===== src/rtl/mash_nstage.sv =====
// MASH delta-sigma modulator for the fractional-N divider: run-time order 1..MAX_ORDER,
// HK-EFM modulus 2^WIDTH - HK_A, optional LFSR LSB dither, clock enable and coherent load.
module mash_nstage #(
  parameter int WIDTH     = 24,
  parameter int MAX_ORDER = 4,
  parameter int HK_A      = 1,
  parameter int OUT_W     = 5
) (
  input  logic             clk,
  input  logic             rst,
  input  logic             en_i,
  input  logic             load_i,
  input  logic [WIDTH-1:0] x_i,
  input  logic [2:0]       order_i,
  input  logic             dither_en_i,
  output logic [OUT_W-1:0] y_o,
  output logic             y_vld_o,
  output logic [WIDTH-1:0] e_o
);

  localparam int SW = WIDTH + 2;
  localparam logic [SW-1:0] MOD = {2'b01, {WIDTH{1'b0}}} - SW'(HK_A);

  logic [WIDTH-1:0]        acc     [MAX_ORDER];
  logic [WIDTH-1:0]        acc_nxt [MAX_ORDER];
  logic signed [OUT_W-1:0] dreg    [MAX_ORDER+1];
  logic signed [OUT_W-1:0] d       [MAX_ORDER];
  logic [WIDTH-1:0]        e_nxt;
  logic [WIDTH-1:0]        x_reg;
  logic [2:0]              order_reg;
  logic [2:0]              order_new;
  logic                    dither_reg;
  logic [15:0]             lfsr;

  // One EFM step: returns {carry, residue} with the residue reduced modulo MOD.
  function automatic logic [WIDTH:0] efm(input logic [WIDTH-1:0] a, input logic [SW-1:0] in);
    logic [SW-1:0] s;
    logic [SW-1:0] r;
    s = {2'b00, a} + in;
    r = (s >= MOD) ? s - MOD : s;
    return {s >= MOD, r[WIDTH-1:0]};
  endfunction

  function automatic logic signed [OUT_W-1:0] ext(input logic b);
    return $signed({{(OUT_W-1){1'b0}}, b});
  endfunction

  assign order_new = (order_i == 3'd0 || int'(order_i) > MAX_ORDER) ? 3'(MAX_ORDER) : order_i;

  // Stage 0: same-cycle accumulator cascade, then noise cancellation from the last stage down.
  always_comb begin : comb_stages
    logic [WIDTH-1:0]        prev;
    logic [SW-1:0]           stage_in;
    logic [WIDTH:0]          r;
    logic [MAX_ORDER-1:0]    cy;
    logic signed [OUT_W-1:0] d_up;
    logic signed [OUT_W-1:0] dk;
    prev     = x_reg;
    stage_in = '0;
    r        = '0;
    cy       = '0;
    d_up     = '0;
    dk       = '0;
    e_nxt    = '0;
    for (int k = 0; k < MAX_ORDER; k++) begin
      stage_in = {2'b00, prev};
      if (k == int'(order_reg) - 1 && dither_reg && lfsr[0])
        stage_in = stage_in + SW'(1);
      r = (k < int'(order_reg)) ? efm(acc[k], stage_in) : '0;
      cy[k]      = r[WIDTH];
      acc_nxt[k] = r[WIDTH-1:0];
      prev       = r[WIDTH-1:0];
      if (k == int'(order_reg) - 1)
        e_nxt = r[WIDTH-1:0];
    end
    for (int k = MAX_ORDER - 1; k >= 0; k--) begin
      if (k >= int'(order_reg))          dk = '0;
      else if (k == int'(order_reg) - 1) dk = ext(cy[k]);
      else                               dk = ext(cy[k]) + d_up - dreg[k+1];
      d[k] = dk;
      d_up = dk;
    end
  end

  // Stage 1: registered state and output; an order change on load clears the noise-shaping state.
  always_ff @(posedge clk or posedge rst) begin
    if (rst) begin
      for (int k = 0; k < MAX_ORDER; k++)  acc[k]  <= '0;
      for (int k = 0; k <= MAX_ORDER; k++) dreg[k] <= '0;
      y_o        <= '0;
      y_vld_o    <= 1'b0;
      e_o        <= '0;
      x_reg      <= '0;
      order_reg  <= 3'(MAX_ORDER);
      dither_reg <= 1'b0;
      lfsr       <= 16'hACE1;
    end else begin
      y_vld_o <= en_i;
      if (en_i) begin
        for (int k = 0; k < MAX_ORDER; k++) acc[k]  <= acc_nxt[k];
        for (int k = 1; k < MAX_ORDER; k++) dreg[k] <= d[k];
        y_o  <= d[0];
        e_o  <= e_nxt;
        lfsr <= {lfsr[5] ^ lfsr[3] ^ lfsr[2] ^ lfsr[0], lfsr[15:1]};
      end
      if (load_i) begin
        x_reg      <= x_i;
        order_reg  <= order_new;
        dither_reg <= dither_en_i;
        if (order_new != order_reg) begin
          for (int k = 0; k < MAX_ORDER; k++)  acc[k]  <= '0;
          for (int k = 0; k <= MAX_ORDER; k++) dreg[k] <= '0;
        end
      end
    end
  end

endmodule


===== config.mk =====
export PLATFORM = sky130hd
export DESIGN_NAME = mash_nstage
export DESIGN_NICKNAME = d
export VERILOG_FILES = /design/src/rtl/mash_nstage.sv
export SDC_FILE = /design/constraint.sdc
export NUM_CORES = 1
export LEC_CHECK = 0
export CAP_MARGIN = 40
export CORE_MARGIN = 10
export CORE_UTILIZATION = 55
export DETAILED_ROUTE_END_ITERATION = 7
export PLACE_DENSITY = 0.7
export RECOVER_POWER = 50
export SYNTH_ARGS = -nofsm -noshare
export SYNTH_HDL_FRONTEND = slang
export SYNTH_SLANG_ARGS = --single-unit

===== constraint.sdc =====
create_clock -name clk -period 33.7 [get_ports clk]
set_input_delay 5.055 -clock clk [delete_from_list [all_inputs] [get_ports clk]]
set_output_delay 5.055 -clock clk [all_outputs]
set_load 0.005 [all_outputs]

Yosys cells after proc, flatten, opt, wreduce, memory -nomap -nowiden:

Index checks and enable logic that the tools add are counted.

* register bits after elaboration: 185
* input bits: 32
* logic and storage cells: 94

* $add $sub $neg: 19
* $lt $le $gt $ge: 13
* equal/unequal tests: 4
* multiplexer cells: 30
* bitwise gates (word level): 3
* reductions and logical operators: 11

Operators with widths (number)
* $mux W96: 3
* $mux W25: 8
* $mux W24: 8
* $add A24 B25 Y26: 4
* $ge A26 B24 Y1 const B: 4
* $add A24 B1 Y25 const B: 4
* $sub A24 B24 Y24 const B: 4
* $eq A3 B32 Y1 const A: 2
* $mux W20: 2
* $eq A2 B32 Y1 const A: 1
* $logic_not A32 Y1: 1
* $mux W5: 6
* $add A2 B5 Y5: 3
* $mux W15: 1
* $sub A5 B5 Y5: 3
* $logic_and A1 B1 Y1: 8
* $ge A1 B3 Y1 const A: 2
* $ge A2 B3 Y1 const A: 2
* $lt A1 B3 Y1 const A: 2
* $lt A2 B3 Y1 const A: 2
* $sub A3 B1 Y4 const B: 1
* $gt A3 B3 Y1 const B: 1
* $logic_not A3 Y1: 1
* $mux W3: 1
* 4 further kinds: 6

Logic depth before layout (Yosys ltp):

* word-level depth: 40
* mapped depth: 119
* gate-level depth less buffers: 109

Least setup slack after synthesis:

OpenSTA, ideal clock, no wires.

* kind: register to register
* start point: register order_reg[2]
* end point: register y_o[4]
* library setup time: 123 ps
* arrival: 23461 ps
* required time: 33577 ps
* setup slack: 10116 ps
* stages on the path, launching flop included: 114
* path buffers: 13
* path through: dfstp_2 clkbuf_1 inv_1 ha_1 nand3b_1 nor2_1 and4_1 and3_1 clkbuf_1 nand2_1 nor2_1 xor2_1 ha_1 buf_4 nand4_1 a2111oi_0 a22oi_1 o221a_2 [78 not listed] o31ai_1 nor3_2 nor2_1 ha_1 fa_1 and2_1 ha_1 inv_1 fa_1 xor2_1 nor2_1 ha_1 ha_1 a21o_1 a21oi_1 xnor2_1 xnor2_1 o2bb2ai_1

* word-level cells in the longest chain between the ends: 39
* elaborated cells on any way between the ends: 59
* classes of those cells: add/sub: 17; order compare: 12; eq/ne: 3; mux: 18; reduce/logical: 9

Ends and longest elaborated chain
* start: declaration: line 30 `logic [2:0] order_reg;`
* start signal: assignment: line 94 `order_reg <= 3'(MAX_ORDER);`
* start signal: assignment: line 108 `order_reg <= order_new;`
* $sub A3 B1 Y4: line 67, 78
* $logic_not A32 Y1: line 67, 78
* $logic_and A1 B1 Y1 (2 in series): line 67 `if (k == int'(order_reg) - 1 && dither_reg && lfsr[0])`
* $mux W25: line 67
* $add A24 B25 Y26: line 39 `s = {2'b00, a} + in;`
* $sub A24 B24 Y24 / $ge A26 B24 Y1 (equally long branches): line 40, 41
* $mux W24: line 40 `r = (s >= MOD) ? s - MOD : s;`
* $mux W25: line 69 `r = (k < int'(order_reg)) ? efm(acc[k], stage_in) : '0;`
* [22 not listed]
* $add A2 B5 Y5: line 79 `else dk = ext(cy[k]) + d_up - dreg[k+1];`
* $sub A5 B5 Y5: line 79
* $mux W5: line 78 `else if (k == int'(order_reg) - 1) dk = ext(cy[k]);`
* $mux W5: line 77 `if (k >= int'(order_reg)) dk = '0;`
* $add A2 B5 Y5: line 79
* $sub A5 B5 Y5: line 79
* $mux W5: line 78
* $mux W5 *: line 77
* end signal: assignment: line 102 `y_o <= d[0];`
* end: declaration: line 16 `output logic [OUT_W-1:0] y_o,`

Mark *: on every way between the ends. The rest lies on a longest branch, timed or not.
A chain may end at the register's enable or synchronous reset.

Worst setup path after layout:

* start point: register order_reg[0]
* end point: register y_o[4]

Same word-level chain as after synthesis.

==> reports/summary.txt <==
Setup crit end - y_o[4]
Yosys reg bits - 185
Crit-path leading delay family - simple AND/OR/NAND/NOR gates
Antenna cells - 0
Final period util - 86.6%
RSZ-0062 raised after global routing - no
Startpoint Class - register
Global routing met3 resource utilization - 6.83%
Max-cap viol count - 5
Slew Viols, Final - 253
Initial cell density of the core - 55.7%
Critical Path Slowest Stage Cell - dfrtp_1
Syn Area/Cell - 7.78 sq um
Post-synth EDFFs - 0
Worst Setup Path Type - register to register
Die H - 213 um
Top-area cell type share of the netlist area - 21.6%
Count of cell types in the netlist - 100
Async SR Flop Fraction - 100%
1st-pass router iterations - 6
Post_cts resized - 0
Number of global-route vias before repair - 19400
Die ar. - 45200 sq um
WP depth - 105
Max Clock Skew - 0.0188 ns
GRT Total Usage - 30.5%
Violated checks - max-capacitance violations, max-slew violations
Boundary Pins - 62
Post-CTS Setup Bufs - 0
Reg2reg start - order_reg[0]
Post-route ant nets - 0
CP max stage delay - 0.85 ns
Final hold vios - 0
Vias per std cell - 6.65
Port Buf Inserts - 61
Top cell by count, worst path - nor2_1
Initial antenna violation count - 1
Outcome - finished, violations left
Die width - 213 um
Highest Clock Rate - 34.3 MHz
Gr ovfl total - 0
Crit. End Element - register
Most frequent cell after synthesis - nor2_1
Share of layout cells above drive strength 1 - 7.60%
Clock Latency Late Sink - 0.49 ns
WP data required - 34.05 ns
Residual DRC count - 0
Gr busiest metal - met2
# nets final - 2782
Total number of yosys warnings - 0
Final setup violation count - 0
Global routing usage on met2 - 47.0%
Reg2reg end - y_o[4]
Avg WL per Cell - 22.5 um
Syn-to-layout area delta - 7.52%
Via count - 20500
Hold Buf Count CTS - 0
WP data arrival - 29.53 ns
Root Buffer - clkbuf_16
Tmin final - 29.18 ns
Core Rows - 70
Leading area contributor after synthesis - dfrtp_1
Fillers - 3414
Max reg flops - 96
Synth area leaders - dfrtp_1, ha_1, xnor2_1
Max clock buf depth - 2
Register area - 4640 sq um
Max_slew headroom - -151%
CP Buf/Inv Count - 4
Worst-Margin Slew - 3.76 ns
Synth Net Count - 2796
Routing usage on met1 - 40.6%
CTS tree - yes
Mapped Area - 20400 sq um
Critical path fanouts, max - 28
Syn Inst Count - 2621
Hold Path Class - register to register
Iteration-0 DRC Markers - 2491
Setup TNS - 0 ns
First-pass GRT wire length - 109 mm
Clk sink count - 185
R2R setup slack - 4.52 ns
Multi-input combinational cell area - 14900 sq um
Sequential area share after synthesis - 22.8%
CTS buffer count - 17
Reg2reg path depth - 105
Post-Route WL - 69.6 mm
Worst setup path start - order_reg[0]
Prevailing post-synth register cell - dfrtp_1
Clock slew at reported path FFs - 0.07 ns
Core region area - 36600 sq um
Post-DP HPWL - 53.4 mm
H-tree lvl count - 4
Largest net degree at the start of global routing - 68
Top cells by count, synth - nor2_1, nand2_1, dfrtp_1
GPL Wtd Cong - 0.982
area by class of cell:
cell class              count  area share [%]
repair buffers             99            4.06
flip-flops and latches    185            21.2
inverters                  93            1.60
well taps                 468            2.67
clock buffers              20            2.08
multi-input cells        2211            67.8
clock inverters            12           0.633
worst register-to-register path, delay by kind of cell (launching register included):
family                     cells  cell delay [ns]
and+or+nand+nor               50            13.40
AOI/OAI and AO/OA             30             7.72
adders and majority gates     12             4.15
xor gates and xnor gates       8             1.52
DFF                            1             0.85
buffers and inverters          4             0.85
muxes                          1             0.58
stage by stage:
| stage | hold slack (ns) | instance area (sq um) | cells | setup WS, ns | utilization (%) |
|---|---|---|---|---|---|
| after global placement | 0.472 | 21200 | 3042 | 5.93 | 58.0 |
| after detailed placement | 0.478 | 21400 | 3056 | 5.41 | 58.5 |
| final | 0.489 | 21900 | 3088 | 4.52 | 59.9 |
| after CTS | 0.490 | 22000 | 3088 | 5.24 | 60.1 |
| after global routing | 0.520 | 21900 | 3088 | 2.27 | 59.9 |
| after floorplan | 0.455 | 20400 | 2621 | 10.12 | - |
routing by layer:
layer | up-vias | part of all wire, % | wire, um
li1 | 9589 | - | -
met1 | 9798 | 43 | 29700
met2 | 965 | 44 | 30900
met3 | 185 | 9.1 | 6310
met4 | 2 | 3.9 | 2730
met5 | - | 0.017 | 12
logic make-up (layout without fill, tap and decap cells):
logic type / after synthesis / count (layout) / synth area share [%]
and+or+nand+nor: 1110 / 1110 / 27.7
adders and majority gates: 143 / 143 / 9.03
muxes: 113 / 113 / 5.87
AOI/OAI and AO/OA: 616 / 616 / 20.3
xor gates and xnor gates: 229 / 229 / 9.83
buffers and inverters: 225 / 224 / 4.47
DFF: 185 / 185 / 22.8
placed cells by master (no fill, tap or decap), types with 33 or more instances in the layout:
cell type / instances
a21oi_1: 173
and3_1: 33
clkdlybuf4s50_1: 55
dfrtp_1: 176
ha_1: 136
inv_1: 89
mux2_2: 49
mux2i_1: 62
nand2_1: 232
nand3_1: 135
nand4_1: 44
nor2_1: 298
nor3_1: 102
nor4_1: 33
o21ai_0: 108
xnor2_1: 144
xor2_1: 85
worst min-delay path by stage:
stage          cells past startpoint        to      from  slack [ns]
2_1_floorplan                      2    acc[0]    acc[0]        0.46
3_3_place_gp                       1    y_o[3]    y_o[3]        0.47
3_5_place_dp                       2    y_o[1]    y_o[1]        0.48
4_1_cts                            2  lfsr[15]  lfsr[15]        0.49
5_1_grt                            1   dreg[9]   dreg[9]        0.52
6_report                           2  lfsr[15]  lfsr[15]        0.49
Power is left out: the tool's default activity adds up to more than one toggle a clock period on the data nets, which glitch-free logic cannot reach.
